--- config.mk ---
export PLATFORM = sky130hd
export DESIGN_NAME = vc_valrdy_rr_merge
export DESIGN_NICKNAME = d
export VERILOG_FILES = /design/src/rtl/vc_valrdy_rr_merge.sv
export SDC_FILE = /design/constraint.sdc
export NUM_CORES = 1
export LEC_CHECK = 0
export ABC_AREA = 1
export BUFFER_PORTS_ARGS = -buffer_cell sky130_fd_sc_hd__buf_2
export CORE_ASPECT_RATIO = 1.4
export CORE_MARGIN = 1.5
export CORE_UTILIZATION = 40
export CTS_BUF_LIST = sky130_fd_sc_hd__clkbuf_2
export DETAILED_ROUTE_END_ITERATION = 8
export GPL_ROUTABILITY_DRIVEN = 0
export GPL_TIMING_DRIVEN = 0
export HOLD_SLACK_MARGIN = 0.12
export PLACE_DENSITY = 0.72
export SYNTH_ARGS = -nofsm -noshare
export SYNTH_HDL_FRONTEND = slang
export SYNTH_SLANG_ARGS = --single-unit
--- constraint.sdc ---
create_clock -name clk -period 2.12 [get_ports clk]
set_input_delay 0.53 -clock clk [delete_from_list [all_inputs] [get_ports clk]]
set_output_delay 0.53 -clock clk [all_outputs]
set_load 0.03 [all_outputs]
--- src/rtl/vc_valrdy_rr_merge.sv ---
// Round-robin merge of p_num_reqs val/rdy producers into one registered val/rdy output.
// Optional build macro VC_VALRDY_RR_MERGE_TAG_EN prepends the winning requester index to out_msg.
module vc_valrdy_rr_merge #(
   parameter int p_num_reqs  = 4,
   parameter int p_msg_nbits = 8
)(
   input  logic                                clk,
   input  logic                                reset,
   input  logic [p_num_reqs-1:0]               in_val,
   output logic [p_num_reqs-1:0]               in_rdy,
   input  logic [p_num_reqs*p_msg_nbits-1:0]   in_msg,
   output logic                                out_val,
   input  logic                                out_rdy,
`ifdef VC_VALRDY_RR_MERGE_TAG_EN
   output logic [p_msg_nbits+$clog2(p_num_reqs)-1:0] out_msg
`else
   output logic [p_msg_nbits-1:0]              out_msg
`endif
);

   localparam int                     c_idx_nbits = $clog2(p_num_reqs);
   localparam logic [c_idx_nbits-1:0] c_last_idx  = c_idx_nbits'(p_num_reqs - 1);
   localparam logic [c_idx_nbits-1:0] c_one       = c_idx_nbits'(1);

   logic                   full_r;
   logic [p_msg_nbits-1:0] data_r;
   logic [c_idx_nbits-1:0] ptr_r;

   logic                   grant_val_s;
   logic [c_idx_nbits-1:0] winner_s;
   logic [c_idx_nbits-1:0] ptr_next_s;
   logic [p_msg_nbits-1:0] sel_msg_s;
   logic                   space_s;
   logic                   xfer_s;

   // Scan requesters starting at ptr_r, wrapping modulo p_num_reqs, and pick the first valid one.
   always_comb begin
      grant_val_s = 1'b0;
      winner_s    = '0;
      for (int k = 0; k < p_num_reqs; k++) begin
         int idx;
         idx = int'(ptr_r) + k;
         if (idx >= p_num_reqs) begin
            idx = idx - p_num_reqs;
         end else begin
            idx = idx;
         end
         if (!grant_val_s && in_val[idx]) begin
            grant_val_s = 1'b1;
            winner_s    = idx[c_idx_nbits-1:0];
         end else begin
            grant_val_s = grant_val_s;
         end
      end
   end

   assign space_s   = !full_r || out_rdy;
   assign xfer_s    = !reset && grant_val_s && space_s;
   assign sel_msg_s = in_msg[int'(winner_s)*p_msg_nbits +: p_msg_nbits];

   // One-hot ready to the winner only when the output register can accept; zero during reset.
   always_comb begin
      in_rdy = '0;
      if (xfer_s) begin
         in_rdy[winner_s] = 1'b1;
      end else begin
         in_rdy = '0;
      end
   end

   // Next priority pointer is the requester after the winner, wrapping at the last index.
   always_comb begin
      ptr_next_s = '0;
      if (winner_s == c_last_idx) begin
         ptr_next_s = '0;
      end else begin
         ptr_next_s = winner_s + c_one;
      end
   end

   // Occupancy and priority pointer; a refill while draining keeps full_r set.
   always_ff @(posedge clk) begin
      if (reset) begin
         full_r <= 1'b0;
         ptr_r  <= '0;
      end else if (xfer_s) begin
         full_r <= 1'b1;
         ptr_r  <= ptr_next_s;
      end else if (out_rdy) begin
         full_r <= 1'b0;
      end else begin
         full_r <= full_r;
      end
   end

   // Payload register, loaded only on an input transfer so it holds steady while stalled.
   always_ff @(posedge clk) begin
      if (reset) begin
         data_r <= '0;
      end else if (xfer_s) begin
         data_r <= sel_msg_s;
      end else begin
         data_r <= data_r;
      end
   end

   assign out_val = full_r;

`ifdef VC_VALRDY_RR_MERGE_TAG_EN
   logic [c_idx_nbits-1:0] tag_r;

   // Requester index captured alongside the payload.
   always_ff @(posedge clk) begin
      if (reset) begin
         tag_r <= '0;
      end else if (xfer_s) begin
         tag_r <= winner_s;
      end else begin
         tag_r <= tag_r;
      end
   end

   assign out_msg = {tag_r, data_r};
`else
   assign out_msg = data_r;
`endif

endmodule

; ---- After elaboration in Yosys (flattened, before gate mapping)
; Cells that the tools add are included.
; Widths: inputs -> output; s select.
[word_totals]
ff_bits = 11
latch_bits = 0
ramBits = 0
romBits = 0
elab_cells = 66
memories = 0
[classes]
n_addsub = 8
multipliers = 0
div_mod_pow = 0
n_lt_le_gt_ge = 10
eq_ne = 1
shift = 1
muxes = 30
bitwise = 0
reduce_logical = 13
[op_table]
columns = op, count
row1 = $lt 32x4->1 const B, 4
row2 = $mux 32, 4
row3 = $shiftx 32x6->8, 1
row4 = $mux 1, 15
row5 = $sub 3x3->4 const B, 3
row6 = $mux 2, 5
row7 = $ge 3x3->1 const B, 3
row8 = $bmux 1 s2, 4
row9 = $add 2x2->3 const B, 2
row10 = $logic_and 1x1->1, 6
row11 = $logic_not 1->1, 5
row12 = $mux 4, 1
row13 = $sub 2x3->4 const B, 1
row14 = $add 2x1->3 const B, 1
row15 = $ge 2x3->1 const B, 1
row16 = $lt 2x3->1 const B, 1
row17 = $add 2x1->2 const B, 1
row18 = $demux 1 s2, 1
row19 = $eq 2x2->1 const B, 1
row20 = $ge 2x1->1 const B, 1
row21 = $reduce_bool 2->1, 1
row22 = $logic_or 1x1->1, 1

; ---- Depth between registers and ports, before layout
[logic_depth]
ltp_word = 20
depth_mapped = 16
ltp_nobuf = 15

; ---- Worst setup path before layout
; No wires, ideal clock.
[synth_timing]
path_type = input -> output
from = input in_val[3]
to = output in_rdy[3]
arrival_time_ns = 1.854
setup_slack_ns = -0.264
cell_stages = 12
path_buffers = 1
cell_sequence = inv_1 nand2_1 nand3_1 nand2_2 inv_1 nand2_1 nand2_2 nand3_2 buf_4 a21oi_1 inv_1 nor2_1
[synth_between]
elab_chain_cells = 18
[synth_rtl]
columns = element, line_no
row1 = from (decl), 9  ; input logic [p_num_reqs-1:0] in_val,
row2 = $bmux 1 s2, 48  ; if (!grant_val_s && in_val[idx]) begin
row3 = $mux 1 (not written as such) (2 in series), 48
row4 = $mux 1, 48
row5 = $logic_not 1->1, 48
row6 = $logic_and 1x1->1, 48
row7 = $mux 1, 48
row8 = $logic_not 1->1, 48
row9 = $logic_and 1x1->1, 48
row10 = $mux 1, 48
row11 = $logic_not 1->1, 48
row12 = $logic_and 1x1->1, 48
row13 = $mux 2, 48
row14 = $lt 2x3->1 (not written as such) / $ge 2x1->1 (equally long branches), 65  ; in_rdy[winner_s] = 1'b1;
row15 = $logic_and 1x1->1 (not written as such), 65
row16 = $mux 1 (not written as such), 65
row17 = $demux 1 s2, 65
row18 = $mux 4 (*), 64  ; if (xfer_s) begin
row19 = to (decl), 10  ; output logic [p_num_reqs-1:0] in_rdy,
; Every way passes the cells marked *; elsewhere a longest branch is shown, timed or not. The select of a mux whose other input is x is not followed.

; ---- Worst setup path in the final report
[layout_timing]
from = register ptr_r[0]
to = output in_rdy[1]
[layout_between]
elab_chain_cells = 20
[layout_rtl]
columns = element, line_no
row1 = from (decl), 27  ; logic [c_idx_nbits-1:0] ptr_r;
row2 = from (signal assigned), 88  ; ptr_r <= ptr_next_s;
row3 = "parallel branches: the longest is 19 deep, another holds $sub 3x3->4", --
row4 = $mux 4 (*), 64
; Every way passes the cells marked *. The select of a mux whose other input is x is not followed.

==> summary.md <==
| Metric | Value |
|---|---|
| GRT Residual Overflow | 0 |
| Via density | 4.84 |
| Rel. slew slack | between 60% and 70% |
| Syn avg cell area | around 5.3 um^2 |
| Detailed Place HPWL | ~2.5 mm |
| Slowest CP cell | dfxtp_4 |
| Primary FF master, synth | dfxtp_1 |
| Synth warn | 0 |
| Clk root buf | clkbuf_2 |
| Dpl cells | roughly 300 |
| Core area | roughly 2700 um^2 |
| Register area share after synthesis | a little under 20% |
| Pleak | 0.00100 uW |
| Drt first pass iters | 4 |
| Slew @ Worst Pin | between 0.4 and 0.5 ns |
| Net Count, Synth | roughly 250 |
| Tcrit/Tclk final | 118% |
| Post-synth EDFFs | 0 |
| Iter 0 DRT Violations | 29 |
| Final nets | 323 |
| Maximum fanout along the worst path | 5 |
| F_max | 401 MHz |
| Num rows | 22 |
| Layout cell share with drive strength beyond 1 | 43.1% |
| Max VDD drop | approximately 1.2 mV |
| PnR worst setup slack | -0.376 ns |
| Finished Layout Cells | between 300 and 400 |
| Post-DR wirelength/cell | about 11 um |
| Fin. Hold Viols | 0 |
| Status | finished with violations |
| Endpoint type of the worst setup path | output pin |
| Starting density of the core | a little over two fifths |
| Port buffer count | approximately 50 |
| Vias in the first global route | roughly 1500 |
| Crit Path Class | flip-flop to output pin |
| Max incr delay on CP | approximately 0.38 ns |
| Pin count of the biggest net entering global routing | 11 |
| Final hold slack | a little under 0.5 ns |
| Die ar. | 3190 um^2 |
| CP Data Required Time | 1.59 ns |
| Area Overhead vs Synth | 52.4% |
| Global-route wire length before repair | around 5.8 mm |
| Setup Viol. Count Final | 4 |
| Final ANT Viol Nets | 0 |
| Cell Area, Synth | approximately 1100 um^2 |
| Max-slew violation count | 0 |
| DRC violation count after routing | 0 |
| Clk Latency, worst-skew pair | between 0.2 and 0.3 ns |
| Setup crit start kind | flip-flop |
| Critical-path cell list | buf_4, nand2_1, nand2_1, nand2_2, nand2_2, nor2_4, nand4_1, buf_4, nand2_4, buf_6, nor2_4, nand2_2, inv_2, buf_6 |
| Inserted Diodes | 0 |
| Max-Cap Viols | 0 |
| Die X-Extent | slightly below 50 um |
| CTS tree | built |
| WP data arrival | 1.97 ns |
| Syn Inst Count | 214 |
| Failing checks | setup timing |
| RSZ-0062 raised after global routing | yes |
| Total number of vias | between 1500 and 2000 |
| Worst-path clk slew | between 0.1 and 0.15 ns |
| Die Y-Extent | ~66 um |
| CP dominant cell by count | nand2_2 |
| Post-synthesis register bit count | 11 |
| Final WL | 3.56 mm |
| H-tree Lvls | 1 |
| Share of synthesized flip-flops with an asynchronous set or reset | 0% |
| Number of distinct library cells after synthesis | 20 |
| Initial antenna violation count | 0 |
| Fillers | 266 |
| Clock buffer depth | 2 |
| Fin crit period | around 2.5 ns |
| # IOs | between 50 and 60 |
| GRT Total Usage | 24.7% |
| Pwr Density | approximately 1800 nW/um^2 |
| TritonCTS Sinks | 11 |
| Hold Crit Class | input port to flip-flop |
| CTS buffer count | 3 |
| Final Skew | 0.0124 ns |
[worst max-delay path: cells and delay by family (launching register included)]
kind | cells | cell delay [ns]
buf+inv | 5 | 0.59
simple gates | 9 | 0.70
flops | 1 | 0.38
[metal layers]
layer / track usage, % / part of all wire (%) / vias to the layer above
met5: 0 / 0 / -
met4: 10.1 / 2.6 / 0
met3: 2.73 / 2.3 / 9
met2: 45.2 / 54 / 34
met1: 26.3 / 41 / 693
li1: - / - / 808
[cell usage in the layout (no fill, tap or decap)]
cell | Yosys | final
a21oi_4 | 0 | 1
dfxtp_1 | 11 | 9
nand2_2 | 5 | 16
nor2_1 | 27 | 25
buf_2 | 3 | 50
clkbuf_1 | 1 | 1
buf_8 | 0 | 1
a21oi_1 | 2 | 1
nor2_4 | 2 | 4
nand3_2 | 2 | 5
clkbuf_2 | 0 | 4
buf_6 | 2 | 9
a31oi_1 | 1 | 1
nand3_4 | 1 | 2
nand4_1 | 18 | 18
buf_12 | 0 | 1
nand2_1 | 86 | 72
o21bai_1 | 1 | 1
o21ai_1 | 1 | 1
inv_1 | 29 | 22
inv_2 | 4 | 10
o21ai_0 | 1 | 1
buf_4 | 4 | 13
nand3_1 | 13 | 9
inv_6 | 0 | 1
nand2_4 | 0 | 3
dfxtp_4 | 0 | 2
[worst paths after layout]
kind	start	end	slack [ns]	cells past startpoint
setup reg to reg	ptr_r[0]	out_msg[0]	0.09	16
hold reg to reg	ptr_r[1]	ptr_r[1]	0.57	2
hold / removal	reset	out_val	0.50	3
setup / recovery	ptr_r[0]	in_rdy[1]	-0.38	14
[cell usage after synthesis, types with 3 or more instances]
library cell  number  share of area [%]
nand2_2            5                2.7
nand3_1           13                5.7
nand4_1           18                9.9
dfxtp_1           11                 19
buf_2              3                1.3
buf_4              4                2.6
nand2_1           86                 28
inv_1             29                9.5
nor2_1            27                8.9
inv_2              4                1.3
[logic make-up (layout without fill, tap and decap cells)]
family / count (synthesis) / count (layout) / synth area share [%]
and+or+nand+nor: 154 / 154 / 60.7
DFF: 11 / 11 / 19.3
AOI/OAI and AO/OA: 6 / 6 / 2.96
buffers and inverters: 43 / 112 / 17.1
[repair_timing]
action                                 CTS  global route
setup buffers                           12             1
hold buffers                             0             0
gates resized for setup                 33            10
endpoints found under the hold margin    0             0
setup endpoints to repair                4             4
cloned                                   1             0
pin swaps                               16             8
[where the power goes]
group | total (uW) | internal (uW) | switching, uW
Clock | 134 | 49.9 | 84.0
Sequential | 384 | 314 | 69.4
Combinational | 2670 | 1060 | 1600
Total | 3180 | 1430 | 1760
[metrics by stage]
step	cell area (um^2)	util [%]	setup slack, ns	power (uW)	TNS [ns]
2_1_floorplan	1180	-	-0.0225	2010	-0.0225
4_1_cts	1700	63.5	-0.305	3060	-1.07
3_5_place_dp	1480	55.5	-0.368	2450	-1.34
5_1_grt	1740	65.2	-0.474	3450	-1.91
3_3_place_gp	1480	55.5	-0.340	2440	-1.26
6_report	1740	65.2	-0.376	3180	-1.46
[sequential cells by signal, indices dropped and copies added, names as in the netlist]
signal,flops
out_msg,8
out_val,1
ptr_r,2
[final cells by class]
type	instances	area, um^2	share of cell area [%]
multi-input combinational	160	831	47.7
sequential	11	228	13.1
timing repair buffer	65	402	23.1
inverter	33	129	7.40
buffer	10	86.3	4.96
tap	36	45.0	2.59
clock buffer	4	20.0	1.15
Power figures use the tool's default switching activity.
